[src/rtl/mm_tile_sequencer.sv]
// mm_tile_sequencer
// Control sequencer for the systolic matrix-multiply kernel.
//
// A start pulse walks every N1 x N2 output tile of an M x M product, with tb
// as the inner loop and ta as the outer loop. Each tile streams the M-deep K
// dimension from the A/B operand buffers and then waits out the array skew.
// The finished tile is offered to the result path with a valid/ready
// handshake. A one-cycle done pulse follows acceptance of the last tile.
//
// Optional feature macro: MM_SEQ_PERF_CNT_EN
//   defined   -> perf_cycles counts busy cycles (excluding DONE), saturating
//   undefined -> perf_cycles is tied to zero and no counter is built
//
// Reset: asynchronous, active-low, on port rst.

module mm_tile_sequencer #(
  parameter int N1 = 4,
  parameter int N2 = 4,
  parameter int M  = 8
) (
  input  logic                                               clk,
  input  logic                                               rst,
  input  logic                                               start,
  input  logic                                               abort,
  input  logic                                               stall,
  input  logic                                               res_ready,
  output logic                                               busy,
  output logic                                               rd_en,
  output logic [$clog2(M*M/N1)-1:0]                          rd_addr_A,
  output logic [$clog2(M*M/N2)-1:0]                          rd_addr_B,
  output logic                                               acc_clr,
  output logic                                               res_valid,
  output logic [((M/N1) > 1 ? $clog2(M/N1) : 1)-1:0]         res_tile_row,
  output logic [((M/N2) > 1 ? $clog2(M/N2) : 1)-1:0]         res_tile_col,
  output logic                                               done,
  output logic [31:0]                                        perf_cycles
);

  // Derived widths for counters and addresses
  localparam int AW_A = $clog2(M*M/N1);
  localparam int AW_B = $clog2(M*M/N2);
  localparam int TRW  = (M/N1) > 1 ? $clog2(M/N1) : 1;
  localparam int TCW  = (M/N2) > 1 ? $clog2(M/N2) : 1;
  localparam int KW   = M > 1 ? $clog2(M) : 1;
  localparam int DW   = $clog2(N1 + N2);

  // Terminal values for each counter
  localparam logic [KW-1:0]  K_LAST     = KW'(M - 1);
  localparam logic [TRW-1:0] TA_LAST    = TRW'(M/N1 - 1);
  localparam logic [TCW-1:0] TB_LAST    = TCW'(M/N2 - 1);
  localparam logic [DW-1:0]  DRAIN_LAST = DW'(N1 + N2 - 1);

  typedef enum logic [2:0] {
    S_IDLE   = 3'd0,
    S_STREAM = 3'd1,
    S_DRAIN  = 3'd2,
    S_RESULT = 3'd3,
    S_DONE   = 3'd4
  } state_t;

  state_t         state_q, state_d;
  logic [KW-1:0]  k_q, k_d;
  logic [TRW-1:0] ta_q, ta_d;
  logic [TCW-1:0] tb_q, tb_d;
  logic [DW-1:0]  drain_q, drain_d;

  // Next-state and counter update; abort overrides every transition
  always_comb begin
    state_d = state_q;
    k_d     = k_q;
    ta_d    = ta_q;
    tb_d    = tb_q;
    drain_d = drain_q;

    case (state_q)
      S_IDLE: begin
        if (start) begin
          k_d     = '0;
          ta_d    = '0;
          tb_d    = '0;
          drain_d = '0;
          state_d = S_STREAM;
        end
      end

      S_STREAM: begin
        if (!stall) begin
          if (k_q == K_LAST) begin
            drain_d = '0;
            state_d = S_DRAIN;
          end else begin
            k_d = k_q + KW'(1);
          end
        end
      end

      S_DRAIN: begin
        if (drain_q == DRAIN_LAST) begin
          state_d = S_RESULT;
        end else begin
          drain_d = drain_q + DW'(1);
        end
      end

      S_RESULT: begin
        if (res_ready) begin
          if ((ta_q == TA_LAST) && (tb_q == TB_LAST)) begin
            state_d = S_DONE;
          end else begin
            k_d = '0;
            if (tb_q == TB_LAST) begin
              tb_d = '0;
              ta_d = ta_q + TRW'(1);
            end else begin
              tb_d = tb_q + TCW'(1);
            end
            state_d = S_STREAM;
          end
        end
      end

      S_DONE: begin
        k_d     = '0;
        ta_d    = '0;
        tb_d    = '0;
        drain_d = '0;
        state_d = S_IDLE;
      end

      default: begin
        k_d     = '0;
        ta_d    = '0;
        tb_d    = '0;
        drain_d = '0;
        state_d = S_IDLE;
      end
    endcase

    if (abort) begin
      k_d     = '0;
      ta_d    = '0;
      tb_d    = '0;
      drain_d = '0;
      state_d = S_IDLE;
    end
  end

  // State and counter registers
  always_ff @(posedge clk or negedge rst) begin
    if (!rst) begin
      state_q <= S_IDLE;
      k_q     <= '0;
      ta_q    <= '0;
      tb_q    <= '0;
      drain_q <= '0;
    end else begin
      state_q <= state_d;
      k_q     <= k_d;
      ta_q    <= ta_d;
      tb_q    <= tb_d;
      drain_q <= drain_d;
    end
  end

  // Output decode; only rd_en/acc_clr see an input (stall) combinationally
  always_comb begin
    busy         = (state_q != S_IDLE);
    rd_en        = (state_q == S_STREAM) && !stall;
    acc_clr      = (state_q == S_STREAM) && (k_q == '0) && !stall;
    res_valid    = (state_q == S_RESULT);
    done         = (state_q == S_DONE);
    res_tile_row = ta_q;
    res_tile_col = tb_q;
    rd_addr_A    = AW_A'(ta_q) * AW_A'(M) + AW_A'(k_q);
    rd_addr_B    = AW_B'(tb_q) * AW_B'(M) + AW_B'(k_q);
  end

`ifdef MM_SEQ_PERF_CNT_EN
  logic [31:0] perf_q, perf_d;
  logic        perf_count;

  // Busy-cycle counter: clears on an accepted start, saturates at all-ones
  always_comb begin
    perf_d     = perf_q;
    perf_count = (state_q == S_STREAM) || (state_q == S_DRAIN) ||
                 (state_q == S_RESULT);
    if ((state_q == S_IDLE) && start && !abort) begin
      perf_d = '0;
    end else if (perf_count && (perf_q != 32'hFFFF_FFFF)) begin
      perf_d = perf_q + 32'd1;
    end
  end

  // Performance counter register
  always_ff @(posedge clk or negedge rst) begin
    if (!rst) begin
      perf_q <= '0;
    end else begin
      perf_q <= perf_d;
    end
  end

  assign perf_cycles = perf_q;
`else
  assign perf_cycles = 32'd0;
`endif

endmodule

[config.mk]
export PLATFORM = sky130hd
export DESIGN_NAME = mm_tile_sequencer
export DESIGN_NICKNAME = d
export VERILOG_FILES = /design/src/rtl/mm_tile_sequencer.sv
export SDC_FILE = /design/constraint.sdc
export NUM_CORES = 1
export LEC_CHECK = 0
export CORE_UTILIZATION = 35
export DETAILED_ROUTE_END_ITERATION = 10
export GPL_TIMING_DRIVEN = 0
export PLACE_DENSITY = 0.75
export SETUP_SLACK_MARGIN = 0.5
export SKIP_CTS_REPAIR_TIMING = 1
export SLEW_MARGIN = 20
export SYNTH_ARGS = -nofsm -noshare
export SYNTH_HDL_FRONTEND = slang
export SYNTH_SLANG_ARGS = --single-unit
[constraint.sdc]
create_clock -name clk -period 1.6 [get_ports clk]
set_input_delay 0.32 -clock clk [delete_from_list [all_inputs] [get_ports clk]]
set_output_delay 0.32 -clock clk [all_outputs]
set_load 0.01 [all_outputs]
==> reports/qor.txt <==
Num ports: 53
Flop2flop setup slack: -0.20 ns
Primary FF master, synth: dfrtp_1
Post-Synthesis Cells: 111
EDFF count, synth: 0
Total internal power: 950 uW
Clk Latency, worst-skew pair: 0.27 ns
Gpl congestion: 0.829
Clock power share: 13.0%
Initial antenna violation count: 0
Syn Area/Cell: 9.16 sq um
Final setup violation count: 11
Die H: 55.9 um
Die width: 55.9 um
CTS buffer count: 3
Core area: 2760 sq um
Failing checks: setup timing
Part of the cycle the worst path needs: 113%
Dominant cells by area after synthesis: buf_4, dfrtp_1, ha_1, nor3b_1, mux2_1
Site row count: 19
Async S/R FF share, synth: 100%
Drt wl/cell: 12.6 um
Fin. Hold Viols: 0
Vias: 948
Pre-antenna DRT Iters: 4
Max Cap Viol: 0
CTS clk-pin slew, worst paths: 0.08 ns
Root buf cell: clkbuf_4
Netlist cell types: 34
Reg2reg start: state_q[0]$_DFFE_PN0P_
Clk_skew: 0.00690 ns
Post-route ant nets: 0
Yosys Warn Count: 0
LEAKAGE: 0.965 nW
Final WL: 2780 um
Drt via density: 4.29
Nature of the critical path endpoint: register
R2r endpoint: state_q[0]$_DFFE_PN0P_
CTS sink cnt: 11
H-tree Lvls: 1
Placed wire-length estimate: 1630 um
Post-Synth Adder-Cell Area: 6.15%
Status: complete, but fails checks
Slew @ Worst Pin: 0.530 ns
Worst R2R Path Depth: 5
Met1 wire length: 1040 um
Pre-CTS setup slack: -0.496 ns
Highest metal used: met4
ANT cells: 0
Layout area overhead: 79.0%
DRC: 0
Critical path startpoint category: register
1st-iter DRT viols: 15
Synth Area in XOR/XNOR: 0%
Fmax: 555 MHz
Die area: 3130 sq um
Hold Crit Class: in -> async
Initial Util: 36.9%
Post-Synth Simple-Gate Area: 20.3%
Largest family of logic cells by synthesized area: buffers and inverters
Setup ws final: -0.201 ns
RSZ-0062 raised after global routing: true
CP max FO: 5
Largest net degree at the start of global routing: 12
Slew HR: 64.6%
Number of fill cells in the layout: 234
Fin nets: 202
Gate power share: 62.4%
CTS tree: built
Largest area contributor in the netlist: buf_4
Crit path DAT: 1.95 ns
Total negative slack: -0.743 ns
Area share of the largest cell type after synthesis: 27.3%
Max VDD drop: 669 uV
Sw frac: 37.4%
PD cells: 834 nW/um^2
Yosys reg bits: 11
Met2 WL: 1510 um
Slew Limit Fails: 0
Compound-gate portion of the synthesized area: 9.84%
Post-synthesis mux area share: 6.27%
Seq/Total Area, Yosys: 27.1%
Seq pwr share: 24.6%
Met3 wire len: 155 um
WP data required: 1.75 ns
Port buffer count: 20
Layout cells sized above 1: 60.5%
Vias in the first global route: 805
Aggregate global-route resource usage: 13.2%
CP Class: reg -> reg
Mapped Area: 1020 sq um
Remaining Overflow, GRT: 0
First-pass GRT wire length: 3380 um
Minimum clock period: 1.80 ns
Switching power: 567 uW
Clock tree buffer depth: 2
-- metal layers --
metal / vias up / global-route usage, %
li1: 464 / -
met1: 440 / 16.0
met2: 36 / 25.0
met3: 8 / 1.16
met4: 0 / 3.14
met5: - / 0
-- cells in the final DEF, fill, tap and decap left out, types with 3 or more instances in the layout --
| cell | count |
|---|---|
| dlymetal6s2s_1 | 4 |
| dfrtp_2 | 6 |
| clkdlybuf4s50_1 | 3 |
| clkbuf_4 | 3 |
| inv_1 | 4 |
| buf_4 | 50 |
| nor3b_1 | 3 |
| buf_2 | 3 |
| mux2i_1 | 3 |
| nand2_1 | 5 |
| a21oi_2 | 4 |
| buf_6 | 20 |
| dfrtp_1 | 5 |
| nor3b_2 | 3 |
| conb_1 | 32 |
-- stage by stage --
stage	power (mW)	cell area (sq um)	util, %	cells	hold WS [ns]
after floorplan	0.769	1190	-	142	0.0244
after global placement	0.955	1430	51.7	193	0.503
after detailed placement	0.981	1430	51.7	193	0.535
after CTS	1.17	1450	52.7	197	0.410
after global routing	1.60	1820	66.0	221	0.438
final	1.52	1820	66.0	221	0.394
-- area by class of cell --
| type | instances | area [sq um] | share of cell area, % |
|---|---|---|---|
| timing repair buffer | 44 | 417 | 22.9 |
| tap | 31 | 38.8 | 2.13 |
| sequential | 11 | 283 | 15.5 |
| clock buffer | 4 | 26.3 | 1.44 |
| multi-input combinational | 87 | 716 | 39.3 |
| inverter | 5 | 21.3 | 1.17 |
| buffer | 39 | 319 | 17.5 |
-- synthesized netlist by cell type (2+ instances only) --
master,n
a21oi_1,6
buf_4,37
dfrtp_1,11
ha_1,5
inv_1,4
mux2_1,3
mux2i_1,3
nand2_1,6
nor2_1,2
nor2b_1,3
nor3_1,2
nor3b_1,6
o21bai_1,2
-- flip-flops by register name (all words and copies together) (netlist names) --
name,flops
drain_q,3
res_tile_col,1
res_tile_row,1
k_q,3
state_q,3
-- how the worst max path moves through the flow --
stage	to	slack (ns)	from	cells after the start
after floorplan	state_q[0]$_DFFE_PN0P_	0.03	state_q[2]$_DFFE_PN0P_	4
final	state_q[0]$_DFFE_PN0P_	-0.20	state_q[0]$_DFFE_PN0P_	5
after global placement	state_q[0]$_DFFE_PN0P_	-0.45	abort	5
after detailed placement	state_q[0]$_DFFE_PN0P_	-0.50	abort	5
after CTS	acc_clr	-0.69	state_q[1]$_DFFE_PN0P_	4
after global routing	state_q[0]$_DFFE_PN0P_	-0.26	state_q[0]$_DFFE_PN0P_	5
-- worst max-delay path: stages, from the launching register on --
cell and delay [ns]:
dfrtp_2 0.48, buf_4 0.18, nor2b_1 0.12, o21bai_1 0.25, nor3b_2 0.31, mux2_1 0.35
-- kinds of logic after synthesis --
family                     Yosys count
buffers and inverters               44
and+or+nand+nor                     31
AOI/OAI and AO/OA                   13
DFF                                 11
muxes                                6
adders and majority gates            5
other                                1
-- power by group through the flow --
stage / registers [mW] / logic (mW) / clock network, mW
2_1_floorplan: 0.361 / 0.408 / 0
3_3_place_gp: 0.361 / 0.593 / 0
3_5_place_dp: 0.365 / 0.617 / 0
4_1_cts: 0.358 / 0.618 / 0.194
5_1_grt: 0.377 / 1.01 / 0.217
6_report: 0.373 / 0.947 / 0.197
(Power assumes the default switching activity.)
